`src/rtl/dmem_arbiter_if.sv`:
```
// Bus bundle between two data-memory clients, the dmem_arbiter and a single-port memory.
// Optional statistics outputs are present only when DMEM_ARBITER_STATS_EN is defined.
interface dmem_arbiter_if #(
    parameter int W = 8,
    parameter int A = 8
);
    logic         a_req,    b_req;
    logic         a_lock,   b_lock;
    logic         a_we,     b_we;
    logic [A-1:0] a_addr,   b_addr;
    logic [W-1:0] a_wdata,  b_wdata;
    logic         a_gnt,    b_gnt;
    logic         a_rvalid, b_rvalid;
    logic [W-1:0] a_rdata,  b_rdata;
    logic         mem_we;
    logic [A-1:0] mem_addr;
    logic [W-1:0] mem_din;
    logic [W-1:0] mem_dout;
`ifdef DMEM_ARBITER_STATS_EN
    logic [15:0]  a_cnt, b_cnt, conflict_cnt;

    modport slave (
        input  a_req, b_req, a_lock, b_lock, a_we, b_we,
               a_addr, b_addr, a_wdata, b_wdata, mem_dout,
        output a_gnt, b_gnt, a_rvalid, b_rvalid, a_rdata, b_rdata,
               mem_we, mem_addr, mem_din, a_cnt, b_cnt, conflict_cnt
    );
    modport master (
        output a_req, b_req, a_lock, b_lock, a_we, b_we,
               a_addr, b_addr, a_wdata, b_wdata, mem_dout,
        input  a_gnt, b_gnt, a_rvalid, b_rvalid, a_rdata, b_rdata,
               mem_we, mem_addr, mem_din, a_cnt, b_cnt, conflict_cnt
    );
`else
    modport slave (
        input  a_req, b_req, a_lock, b_lock, a_we, b_we,
               a_addr, b_addr, a_wdata, b_wdata, mem_dout,
        output a_gnt, b_gnt, a_rvalid, b_rvalid, a_rdata, b_rdata,
               mem_we, mem_addr, mem_din
    );
    modport master (
        output a_req, b_req, a_lock, b_lock, a_we, b_we,
               a_addr, b_addr, a_wdata, b_wdata, mem_dout,
        input  a_gnt, b_gnt, a_rvalid, b_rvalid, a_rdata, b_rdata,
               mem_we, mem_addr, mem_din
    );
`endif
endinterface

```
`src/rtl/dmem_arbiter.sv`:
```
// Two-port arbiter for a single-port data memory: fair alternation on contention,
// locked bursts of up to MAX_BURST grants, 1-cycle read return. Stats: DMEM_ARBITER_STATS_EN.
module dmem_arbiter #(
    parameter int W         = 8,
    parameter int A         = 8,
    parameter int MAX_BURST = 4
) (
    input  logic           Clk,
    input  logic           Reset,
    dmem_arbiter_if.slave  bus
);
    localparam logic [3:0] MAX_B = 4'(MAX_BURST);

    typedef enum logic [1:0] {IDLE, OWN_A, OWN_B} state_t;

    state_t       state_q, state_d;
    logic [3:0]   burst_q, burst_d, burst_inc;
    logic         last_b_q, last_b_d;
    logic         a_rvalid_q, a_rvalid_d, b_rvalid_q, b_rvalid_d;
    logic [W-1:0] a_rdata_q, a_rdata_d, b_rdata_q, b_rdata_d;
    logic         a_gnt, b_gnt;
    logic [A-1:0] mem_addr;

    // Grants are combinational; Reset forces both low.
    always_comb begin
        a_gnt = 1'b0;
        b_gnt = 1'b0;
        if (!Reset) begin
            case (state_q)
                IDLE: begin
                    if (bus.a_req && bus.b_req) begin
                        a_gnt = last_b_q;
                        b_gnt = !last_b_q;
                    end else begin
                        a_gnt = bus.a_req;
                        b_gnt = bus.b_req;
                    end
                end
                OWN_A:   a_gnt = bus.a_req;
                OWN_B:   b_gnt = bus.b_req;
                default: ;
            endcase
        end
    end

    always_comb begin
        state_d   = state_q;
        burst_d   = burst_q;
        burst_inc = burst_q + 4'd1;
        case (state_q)
            IDLE: begin
                // A burst of one is just an unlocked access, so never enter OWN_x then.
                if (a_gnt && bus.a_lock && MAX_B > 4'd1) begin
                    state_d = OWN_A;
                    burst_d = 4'd1;
                end else if (b_gnt && bus.b_lock && MAX_B > 4'd1) begin
                    state_d = OWN_B;
                    burst_d = 4'd1;
                end
            end
            OWN_A: begin
                if (!a_gnt || !bus.a_lock || burst_inc >= MAX_B) begin
                    state_d = IDLE;
                    burst_d = 4'd0;
                end else begin
                    burst_d = burst_inc;
                end
            end
            OWN_B: begin
                if (!b_gnt || !bus.b_lock || burst_inc >= MAX_B) begin
                    state_d = IDLE;
                    burst_d = 4'd0;
                end else begin
                    burst_d = burst_inc;
                end
            end
            default: begin
                state_d = IDLE;
                burst_d = 4'd0;
            end
        endcase
    end

    always_comb begin
        last_b_d   = b_gnt ? 1'b1 : (a_gnt ? 1'b0 : last_b_q);
        a_rvalid_d = a_gnt && !bus.a_we;
        b_rvalid_d = b_gnt && !bus.b_we;
        a_rdata_d  = a_rvalid_d ? bus.mem_dout : a_rdata_q;
        b_rdata_d  = b_rvalid_d ? bus.mem_dout : b_rdata_q;
    end

    always_ff @(posedge Clk) begin
        if (Reset) begin
            state_q    <= IDLE;
            burst_q    <= 4'd0;
            last_b_q   <= 1'b1;
            a_rvalid_q <= 1'b0;
            b_rvalid_q <= 1'b0;
            a_rdata_q  <= '0;
            b_rdata_q  <= '0;
        end else begin
            state_q    <= state_d;
            burst_q    <= burst_d;
            last_b_q   <= last_b_d;
            a_rvalid_q <= a_rvalid_d;
            b_rvalid_q <= b_rvalid_d;
            a_rdata_q  <= a_rdata_d;
            b_rdata_q  <= b_rdata_d;
        end
    end

    assign mem_addr     = b_gnt ? bus.b_addr : bus.a_addr;
    assign bus.mem_addr = mem_addr;
    assign bus.mem_din  = b_gnt ? bus.b_wdata : bus.a_wdata;
    assign bus.mem_we   = (a_gnt && bus.a_we) || (b_gnt && bus.b_we);
    assign bus.a_gnt    = a_gnt;
    assign bus.b_gnt    = b_gnt;
    // Masking with Reset drops a return that was already in flight when Reset rose.
    assign bus.a_rvalid = a_rvalid_q && !Reset;
    assign bus.b_rvalid = b_rvalid_q && !Reset;
    assign bus.a_rdata  = a_rdata_q;
    assign bus.b_rdata  = b_rdata_q;

`ifdef DMEM_ARBITER_STATS_EN
    logic [15:0] a_cnt_q, a_cnt_d, b_cnt_q, b_cnt_d, conflict_cnt_q, conflict_cnt_d;
    logic        waiting;

    always_comb begin
        waiting        = (bus.a_req && !a_gnt) || (bus.b_req && !b_gnt);
        a_cnt_d        = (a_gnt && a_cnt_q != 16'hFFFF) ? a_cnt_q + 16'd1 : a_cnt_q;
        b_cnt_d        = (b_gnt && b_cnt_q != 16'hFFFF) ? b_cnt_q + 16'd1 : b_cnt_q;
        conflict_cnt_d = (waiting && conflict_cnt_q != 16'hFFFF) ? conflict_cnt_q + 16'd1
                                                                  : conflict_cnt_q;
    end

    always_ff @(posedge Clk) begin
        if (Reset) begin
            a_cnt_q        <= 16'd0;
            b_cnt_q        <= 16'd0;
            conflict_cnt_q <= 16'd0;
        end else begin
            a_cnt_q        <= a_cnt_d;
            b_cnt_q        <= b_cnt_d;
            conflict_cnt_q <= conflict_cnt_d;
        end
    end

    assign bus.a_cnt        = a_cnt_q;
    assign bus.b_cnt        = b_cnt_q;
    assign bus.conflict_cnt = conflict_cnt_q;
`endif
endmodule
```
`src/flat_wrapper.sv`:
```
// flat-port wrapper written by rule: the top's interface ports become plain ports
module dmem_arbiter_flat 
#(
    parameter int W         = 8,
    parameter int A         = 8,
    parameter int MAX_BURST = 4
)
  (Clk, Reset, bus_a_req, bus_b_req, bus_a_lock, bus_b_lock, bus_a_we, bus_b_we, bus_a_addr, bus_b_addr, bus_a_wdata, bus_b_wdata, bus_mem_dout, bus_a_gnt, bus_b_gnt, bus_a_rvalid, bus_b_rvalid, bus_a_rdata, bus_b_rdata, bus_mem_we, bus_mem_addr, bus_mem_din);
  dmem_arbiter_if #(.W(W), .A(A)) bus_i ();
  input  logic Clk;
  input  logic Reset;
  input wire logic [$bits(bus_i.a_req)-1:0] bus_a_req;
  input wire logic [$bits(bus_i.b_req)-1:0] bus_b_req;
  input wire logic [$bits(bus_i.a_lock)-1:0] bus_a_lock;
  input wire logic [$bits(bus_i.b_lock)-1:0] bus_b_lock;
  input wire logic [$bits(bus_i.a_we)-1:0] bus_a_we;
  input wire logic [$bits(bus_i.b_we)-1:0] bus_b_we;
  input wire logic [$bits(bus_i.a_addr)-1:0] bus_a_addr;
  input wire logic [$bits(bus_i.b_addr)-1:0] bus_b_addr;
  input wire logic [$bits(bus_i.a_wdata)-1:0] bus_a_wdata;
  input wire logic [$bits(bus_i.b_wdata)-1:0] bus_b_wdata;
  input wire logic [$bits(bus_i.mem_dout)-1:0] bus_mem_dout;
  output wire logic [$bits(bus_i.a_gnt)-1:0] bus_a_gnt;
  output wire logic [$bits(bus_i.b_gnt)-1:0] bus_b_gnt;
  output wire logic [$bits(bus_i.a_rvalid)-1:0] bus_a_rvalid;
  output wire logic [$bits(bus_i.b_rvalid)-1:0] bus_b_rvalid;
  output wire logic [$bits(bus_i.a_rdata)-1:0] bus_a_rdata;
  output wire logic [$bits(bus_i.b_rdata)-1:0] bus_b_rdata;
  output wire logic [$bits(bus_i.mem_we)-1:0] bus_mem_we;
  output wire logic [$bits(bus_i.mem_addr)-1:0] bus_mem_addr;
  output wire logic [$bits(bus_i.mem_din)-1:0] bus_mem_din;
  assign bus_i.a_req = bus_a_req;
  assign bus_i.b_req = bus_b_req;
  assign bus_i.a_lock = bus_a_lock;
  assign bus_i.b_lock = bus_b_lock;
  assign bus_i.a_we = bus_a_we;
  assign bus_i.b_we = bus_b_we;
  assign bus_i.a_addr = bus_a_addr;
  assign bus_i.b_addr = bus_b_addr;
  assign bus_i.a_wdata = bus_a_wdata;
  assign bus_i.b_wdata = bus_b_wdata;
  assign bus_i.mem_dout = bus_mem_dout;
  assign bus_a_gnt = bus_i.a_gnt;
  assign bus_b_gnt = bus_i.b_gnt;
  assign bus_a_rvalid = bus_i.a_rvalid;
  assign bus_b_rvalid = bus_i.b_rvalid;
  assign bus_a_rdata = bus_i.a_rdata;
  assign bus_b_rdata = bus_i.b_rdata;
  assign bus_mem_we = bus_i.mem_we;
  assign bus_mem_addr = bus_i.mem_addr;
  assign bus_mem_din = bus_i.mem_din;
  dmem_arbiter #(.W(W), .A(A), .MAX_BURST(MAX_BURST)) u_core (.Clk(Clk), .Reset(Reset), .bus(bus_i));
endmodule
```
`config.mk`:
```
export PLATFORM = sky130hd
export DESIGN_NAME = dmem_arbiter_flat
export DESIGN_NICKNAME = d
export VERILOG_FILES = /design/src/rtl/dmem_arbiter_if.sv /design/src/rtl/dmem_arbiter.sv /design/src/flat_wrapper.sv
export SDC_FILE = /design/constraint.sdc
export NUM_CORES = 1
export LEC_CHECK = 0
export BUFFER_PORTS_ARGS = -buffer_cell sky130_fd_sc_hd__buf_2
export CELL_PAD_IN_SITES_DETAIL_PLACEMENT = 0
export CELL_PAD_IN_SITES_GLOBAL_PLACEMENT = 1
export CORE_MARGIN = 8
export CORE_UTILIZATION = 30
export DETAILED_ROUTE_END_ITERATION = 7
export PLACE_DENSITY = 0.87
export SYNTH_ARGS = -nofsm -noshare
export SYNTH_HDL_FRONTEND = slang
export SYNTH_SLANG_ARGS = --single-unit
```
`constraint.sdc`:
```
create_clock -name Clk -period 2.4 [get_ports Clk]
set_input_delay 0.48 -clock Clk [delete_from_list [all_inputs] [get_ports Clk]]
set_output_delay 0.48 -clock Clk [all_outputs]
set_load 0.005 [all_outputs]
```
==> results of run 1 <==
Yosys cell counts (all sizes together):
| cell | instances |
|---|---|
| a21bo | 1 |
| a21oi | 11 |
| a221o | 1 |
| a221oi | 2 |
| a22o | 1 |
| a22oi | 1 |
| a41oi | 1 |
| and2 | 2 |
| and3b | 1 |
| and4bb | 2 |
| buf | 4 |
| clkbuf | 5 |
| dfxtp | 25 |
| ha | 1 |
| inv | 4 |
| mux2 | 24 |
| nand2 | 4 |
| nand2b | 2 |
| nand3b | 2 |
| nand4 | 8 |
| nor2 | 1 |
| nor2b | 10 |
| nor3 | 2 |
| nor3b | 2 |
| nor4 | 1 |
| o21ai | 1 |
| o31ai | 8 |
| o32ai | 2 |
| or3 | 2 |
| or3b | 2 |
logic make-up (layout without fill, tap and decap cells):
group,count (synthesis),after routing,share of synthesized area
AOI/OAI and AO/OA,29,29,0.1455
adders and majority gates,1,1,0.009089
buffers and inverters,13,99,0.04909
DFF,25,25,0.3636
muxes,24,24,0.2209
and+or+nand+nor,41,41,0.2118
registers in the layout (all words and copies together), names as in the netlist:
name	cells
u_core.a_rvalid_q	1
u_core.last_b_q	1
u_core.burst_q	4
u_core.bus.b_rdata	8
u_core.b_rvalid_q	1
u_core.bus.a_rdata	8
u_core.state_q	2
per-layer routing:
layer / global-route usage / part of all wire / wire length, um
met4: 0.04239 / 0.013 / 55
met3: 0.04297 / 0.11 / 479
met1: 0.1429 / 0.45 / 1899
met5: 0 / 0 / 0
met2: 0.1818 / 0.43 / 1813
power breakdown:
group	leakage [nW]	switching (mW)	internal, mW
combinational	0.711	0.0932	0.115
sequential	0.204	0.0105	0.432
clock	0.0217	0.139	0.118
worst max-delay path by stage:
| stage | endpoint | slack, ns | cells past startpoint |
|---|---|---|---|
| 5_1_grt | bus_mem_addr[4] | 0.0007 | 5 |
| 3_3_place_gp | bus_mem_din[7] | 0.14 | 6 |
| 6_report | bus_mem_addr[1] | 0.07 | 5 |
| 2_1_floorplan | bus_mem_addr[0] | 0.31 | 5 |
| 4_1_cts | bus_mem_addr[3] | 0.02 | 5 |
| 3_5_place_dp | bus_mem_addr[7] | 0.13 | 6 |
layout make-up:
class,instances,area [um^2],area share
Multi-Input combinational cell,95,808.3,0.4198
Tap cell,52,65.06,0.03379
Clock buffer,3,41.29,0.02144
Clock inverter,1,7.507,0.003899
Sequential cell,25,503.0,0.2612
Timing Repair Buffer,91,485.5,0.2521
Inverter,4,15.01,0.007797
metrics by stage:
stage / cells / hold slack [ns] / total power, mW / setup WS, ns / util
CTS: 271 / 0.4265 / 0.9258 / 0.02293 / 0.4386
global route: 271 / 0.4414 / 0.9585 / 0.0007396 / 0.4392
detailed placement: 267 / 0.4602 / 0.6633 / 0.1328 / 0.4275
floorplan: 133 / 0.4533 / 0.5614 / 0.3068 / -
global placement: 267 / 0.4542 / 0.6603 / 0.1416 / 0.4275
finish: 271 / 0.4359 / 0.9073 / 0.07061 / 0.4392
worst max-delay path, cell delays in order, from the launching register on:
cell and delay [ns]:
dfxtp_2 0.35, and3b_1 0.22, or3_1 0.40, buf_12 0.18, mux2_1 0.31, buf_2 0.13
==> flow_metrics.env, run 1 <==
export IMPL_pin_count=85
export IMPL_fin_nets=269
export IMPL_synth_fp_nets=182
export IMPL_max_clock_freq_mhz=429.3
export IMPL_ys_warn_count=0
export IMPL_r2r_end="u_core.burst_q[3]$_SDFFE_PP0P_"
export IMPL_drive_gt1_frac=0.5571
export IMPL_powerDensity_nw_per_um2=471.2
export IMPL_layout_commonest_cell="buf_2"
export IMPL_finClkSkew_ns=0.009845
export IMPL_worstSetupPathType="flip-flop to output port"
export IMPL_dieArea_um2=7011
export IMPL_setup_viol=0
export IMPL_n_fill_cell=433
export IMPL_syn_inst=133
export IMPL_worstHoldStart="bus_mem_dout[7]"
export IMPL_hold_path_class="input pin to flip-flop"
export IMPL_ys_seq_area_frac=0.3636
export IMPL_grt_pass1_vias=1370
export IMPL_wire_per_inst_um=15.68
export IMPL_postPlaceCellArea_um2=1874
export IMPL_max_cap_violations=0
export IMPL_netlist_area_um2=1376
export IMPL_drt_iter0_drc=23
export IMPL_path_max_fanout=17
export IMPL_track_usage=0.1168
export IMPL_relSlewSlack=0.6309
export IMPL_initial_core_util=0.3139
export IMPL_crit_arrival_ns=1.85
export IMPL_synth_top_area_share=0.3636
export IMPL_die_w_um=83.73
export IMPL_core_area_um2=4384
export IMPL_routed_via_density=5.063
export IMPL_ys_types=35
export IMPL_crit_path_start_kind="flip-flop"
export IMPL_cts_sinks=25
export IMPL_antenna_found_initial=0
export IMPL_synth_top_area_cell="dfxtp_1"
export IMPL_stdcell_area_um2=1926
export IMPL_tns_ns=0
export IMPL_grt_max_degree=25
export IMPL_chipHeight_um=83.73
export IMPL_reg2regPathDepth=3
export IMPL_slew_violations=0
export IMPL_clock_root_buffer="clkbuf_8"
export IMPL_vias=1372
export IMPL_cts_buffers=3
export IMPL_overflow=0
export IMPL_cp_required_ns=1.92
export IMPL_area_growth_pct=39.91
export IMPL_cts_max_level=1
export IMPL_globalplace_congestion=0.7579
export IMPL_ys_ff_latch=25
export IMPL_power_leakage_nw=0.9361
export IMPL_peakVddDrop_uv=290.2
export IMPL_antenna_cells=0
export IMPL_cts_hold_buffers=0
export IMPL_outcome="complete, no violations"
export IMPL_grt_first_pass_wirelength_um=6837
export IMPL_path_clk_slew_ns=0.10
export IMPL_worstMarginPinSlew_ns=0.5512
export IMPL_rsz0062_at_grt="no"
export IMPL_avgSynthCellArea_um2=10.35
export IMPL_timing_rr_start="u_core.last_b_q$_SDFFE_PP1N_"
export IMPL_clockBufferDepth=2
export IMPL_ant_nets=0
export IMPL_min_path_cells=2
export IMPL_crit_path_end_kind="output port"
export IMPL_critPathLaunch="u_core.last_b_q$_SDFFE_PP1N_"
export IMPL_dp_hpwl_um=3379
export IMPL_synth_area_leaders="dfxtp_1, mux2_4, mux2_1, mux2_2, nor2b_1"
export IMPL_row_count=24
export IMPL_port_buffers=84
export IMPL_final_cell_mix="buf_2, dfxtp_1, a21oi_1"
export IMPL_period_minus_slack_ns=2.329
export IMPL_drtPass1Iterations=4
export IMPL_cts_tree="built"
export IMPL_wl_um=4248
export IMPL_whs_endpoint="u_core.bus.b_rdata[7]$_SDFFE_PP0P_"
export IMPL_clock_latency_ns=0.27
export IMPL_post_cts_resized=0
export IMPL_cts_setup_buffers=0
export IMPL_period_share=0.9706
export IMPL_final_hold_viol_count=0
export IMPL_drc_errors=0
export IMPL_r2r_slack_ns=0.83
Power figures use the tool's default switching activity.
==> run 2: changes to the inputs <==
- ABC_AREA: unset -> 1
- CORE_UTILIZATION: 30 -> 27
- GPL_TIMING_DRIVEN: unset -> 1
- PLACE_DENSITY: 0.87 -> 0.89
- SKIP_CTS_REPAIR_TIMING: unset -> 1
==> run 2 against run 1 <==
Net effect: die area rose by 1.6%; sequential power barely moved; sequential share of layout area up 2.0 points; combinational power down 14%; critical path depth increased by 2; count of clock-buffer cells in the layout did not move; synthesized cell count is 38% higher; worst setup slack improved by 0.39 ns.
==> flow_metrics.env, run 2 <==
export IMPL_cts_tree="built"
export IMPL_tns_ns=0
export IMPL_ys_top_cells_by_count="nand2_1, dfxtp_1, a21oi_1, inv_1, o21ai_0"
export IMPL_synth_edf_count=0
export IMPL_worstMarginPinSlew_ns=0.5104
export IMPL_dp_hpwl_um=3108
export IMPL_dp_cells=319
export IMPL_cts_buffers=3
export IMPL_drive_gt1_frac=0.3866
export IMPL_area_growth_pct=40.99
export IMPL_avgSynthCellArea_um2=6.868
export IMPL_slew_violations=0
export IMPL_wl_um=3871
export IMPL_r2r_end="u_core.burst_q[0]$_SDFFE_PP0P_"
export IMPL_rsz0062_at_grt="no"
export IMPL_peakVddDrop_uv=308.0
export IMPL_synth_top_area_share=0.3960
export IMPL_dieArea_um2=7126
export IMPL_ant_nets=0
export IMPL_row_count=25
export IMPL_worstHoldStart="bus_mem_dout[0]"
export IMPL_clockBufferDepth=2
export IMPL_worstSetupPathType="flip-flop to output port"
export IMPL_track_usage=0.1022
export IMPL_cts_sinks=25
export IMPL_ys_types=26
export IMPL_fin_nets=319
export IMPL_routed_via_density=4.449
export IMPL_setup_viol=0
export IMPL_ys_warn_count=0
export IMPL_powerDensity_nw_per_um2=486.4
export IMPL_synth_area_leaders="dfxtp_1, nand2_1, a21oi_1, o21ai_0, inv_1"
export IMPL_synth_top_area_cell="dfxtp_1"
export IMPL_layout_commonest_cell="nand2_1"
export IMPL_crit_path_end_kind="output port"
export IMPL_path_clk_slew_ns=0.09
export IMPL_globalplace_congestion=0.8261
export IMPL_grt_pass1_vias=1370
export IMPL_pin_count=85
export IMPL_finClkSkew_ns=0.004752
export IMPL_cts_max_level=1
export IMPL_n_fill_cell=499
export IMPL_relSlewSlack=0.6590
export IMPL_crit_arrival_ns=1.46
export IMPL_hold_path_class="input pin to flip-flop"
export IMPL_die_w_um=84.42
export IMPL_grt_first_pass_wirelength_um=6182
export IMPL_crit_path_start_kind="flip-flop"
export IMPL_final_cell_mix="nand2_1, buf_2, dfxtp_1"
export IMPL_r2r_slack_ns=0.93
export IMPL_antenna_cells=0
export IMPL_clock_latency_ns=0.27
export IMPL_period_minus_slack_ns=1.937
export IMPL_antenna_found_initial=0
export IMPL_max_clock_freq_mhz=516.2
export IMPL_vias=1437
export IMPL_synth_async_reset_ratio=0
export IMPL_syn_inst=184
export IMPL_ys_ff_latch=25
export IMPL_clock_root_buffer="clkbuf_8"
export IMPL_synthFlopType="dfxtp_1"
export IMPL_synth_fp_nets=233
export IMPL_power_leakage_nw=0.9627
export IMPL_drtPass1Iterations=4
export IMPL_core_area_um2=4629
export IMPL_min_path_cells=3
export IMPL_whs_endpoint="u_core.bus.b_rdata[0]$_SDFFE_PP0P_"
export IMPL_reg2regPathDepth=5
export IMPL_netlist_area_um2=1264
export IMPL_path_max_fanout=18
export IMPL_outcome="complete, no violations"
export IMPL_finalNonFillerCells=323
export IMPL_wire_per_inst_um=11.98
export IMPL_timing_rr_start="u_core.burst_q[0]$_SDFFE_PP0P_"
export IMPL_period_share=0.8072
export IMPL_drc_errors=0
export IMPL_final_hold_viol_count=0
export IMPL_port_buffers=84
export IMPL_ys_seq_area_frac=0.3960
export IMPL_initial_core_util=0.2730
export IMPL_cp_required_ns=1.92
export IMPL_max_cap_violations=0
export IMPL_synth_most_common_cell="nand2_1"
export IMPL_overflow=0
export IMPL_chipHeight_um=84.42
export IMPL_drt_iter0_drc=18
export IMPL_grt_max_degree=19
==> run 2: cell types whose count changed in the layout (fill, tap and decap cells not counted), moves of 5 or more <==
cell and delta:
nor2b_1 -10, nand4_1 -5, nor2_1 +7, nand3_1 +6
o21ai_0 +8, mux2_4 -9, mux2_1 -8, o31ai_1 -8
inv_1 +6, mux2_2 -7, nand2_1 +83
==> run 2: stage by stage <==
stage	power, mW	util	cell area (um^2)	worst slack [ns]	hold WS, ns
after CTS	0.8810	0.3849	1782	0.4312	0.4226
after floorplan	0.5358	-	1264	0.7396	0.4382
after global placement	0.6297	0.3749	1735	0.4952	0.4487
after global routing	0.9129	0.3849	1782	0.3329	0.4490
after detailed placement	0.6305	0.3749	1735	0.4668	0.4545
final	0.8666	0.3849	1782	0.4626	0.4262
==> run 2: report_power, final <==
part / leakage [nW] / switching, mW / internal (mW)
registers: 0.203 / 0.00935 / 0.430
logic: 0.734 / 0.0958 / 0.0833
clock network: 0.0255 / 0.132 / 0.116
==> run 2: metal layers <==
layer / up-vias / GRT usage / share of wire
met3: 2 / 0.04780 / 0.12
met2: 67 / 0.1719 / 0.45
met5: - / 0 / 0
met4: 0 / 0.02913 / 0.0026
met1: 616 / 0.1121 / 0.42
li1: 752 / - / -
==> run 2: worst max-delay path: stages (launching register included) <==
cell and delay (ns):
dfxtp_1 0.39, inv_2 0.08, nand3_2 0.11, nand3_4 0.08, inv_2 0.24, nand2_1 0.09
nand2_1 0.09, buf_2 0.12
==> run 2: area by class of cell <==
cell class / instances / area, um^2 / share of cell area
clock buffer: 3 / 41.29 / 0.02317
clock inverter: 1 / 5.005 / 0.002809
inverter: 14 / 65.06 / 0.03652
multi-input combinational: 140 / 666.9 / 0.3743
sequential: 25 / 500.5 / 0.2809
tap: 54 / 67.56 / 0.03792
timing repair buffer: 86 / 435.4 / 0.2444
==> run 2: how the worst max path moves through the flow <==
stage / from / endpoint / depth (start not counted)
after floorplan: bus_b_req / bus_mem_addr[0] / 7
final: u_core.state_q[1]$_SDFFE_PP0P_ / bus_mem_din[6] / 7
after CTS: u_core.state_q[1]$_SDFFE_PP0P_ / bus_mem_din[6] / 7
after global routing: u_core.state_q[1]$_SDFFE_PP0P_ / bus_mem_din[6] / 7
after detailed placement: Reset / bus_mem_din[6] / 7
after global placement: Reset / bus_mem_din[6] / 7
==> run 2: cell families (layout without fill, tap and decap cells) <==
| logic type | after synthesis | after routing | share of synthesized area |
|---|---|---|---|
| buf+inv | 19 | 104 | 0.07624 |
| flops | 25 | 25 | 0.3960 |
| simple gates | 114 | 114 | 0.4119 |
| compound gates | 24 | 24 | 0.09901 |
| xor+xnor | 1 | 1 | 0.006932 |
| fa+ha+maj | 1 | 1 | 0.009899 |
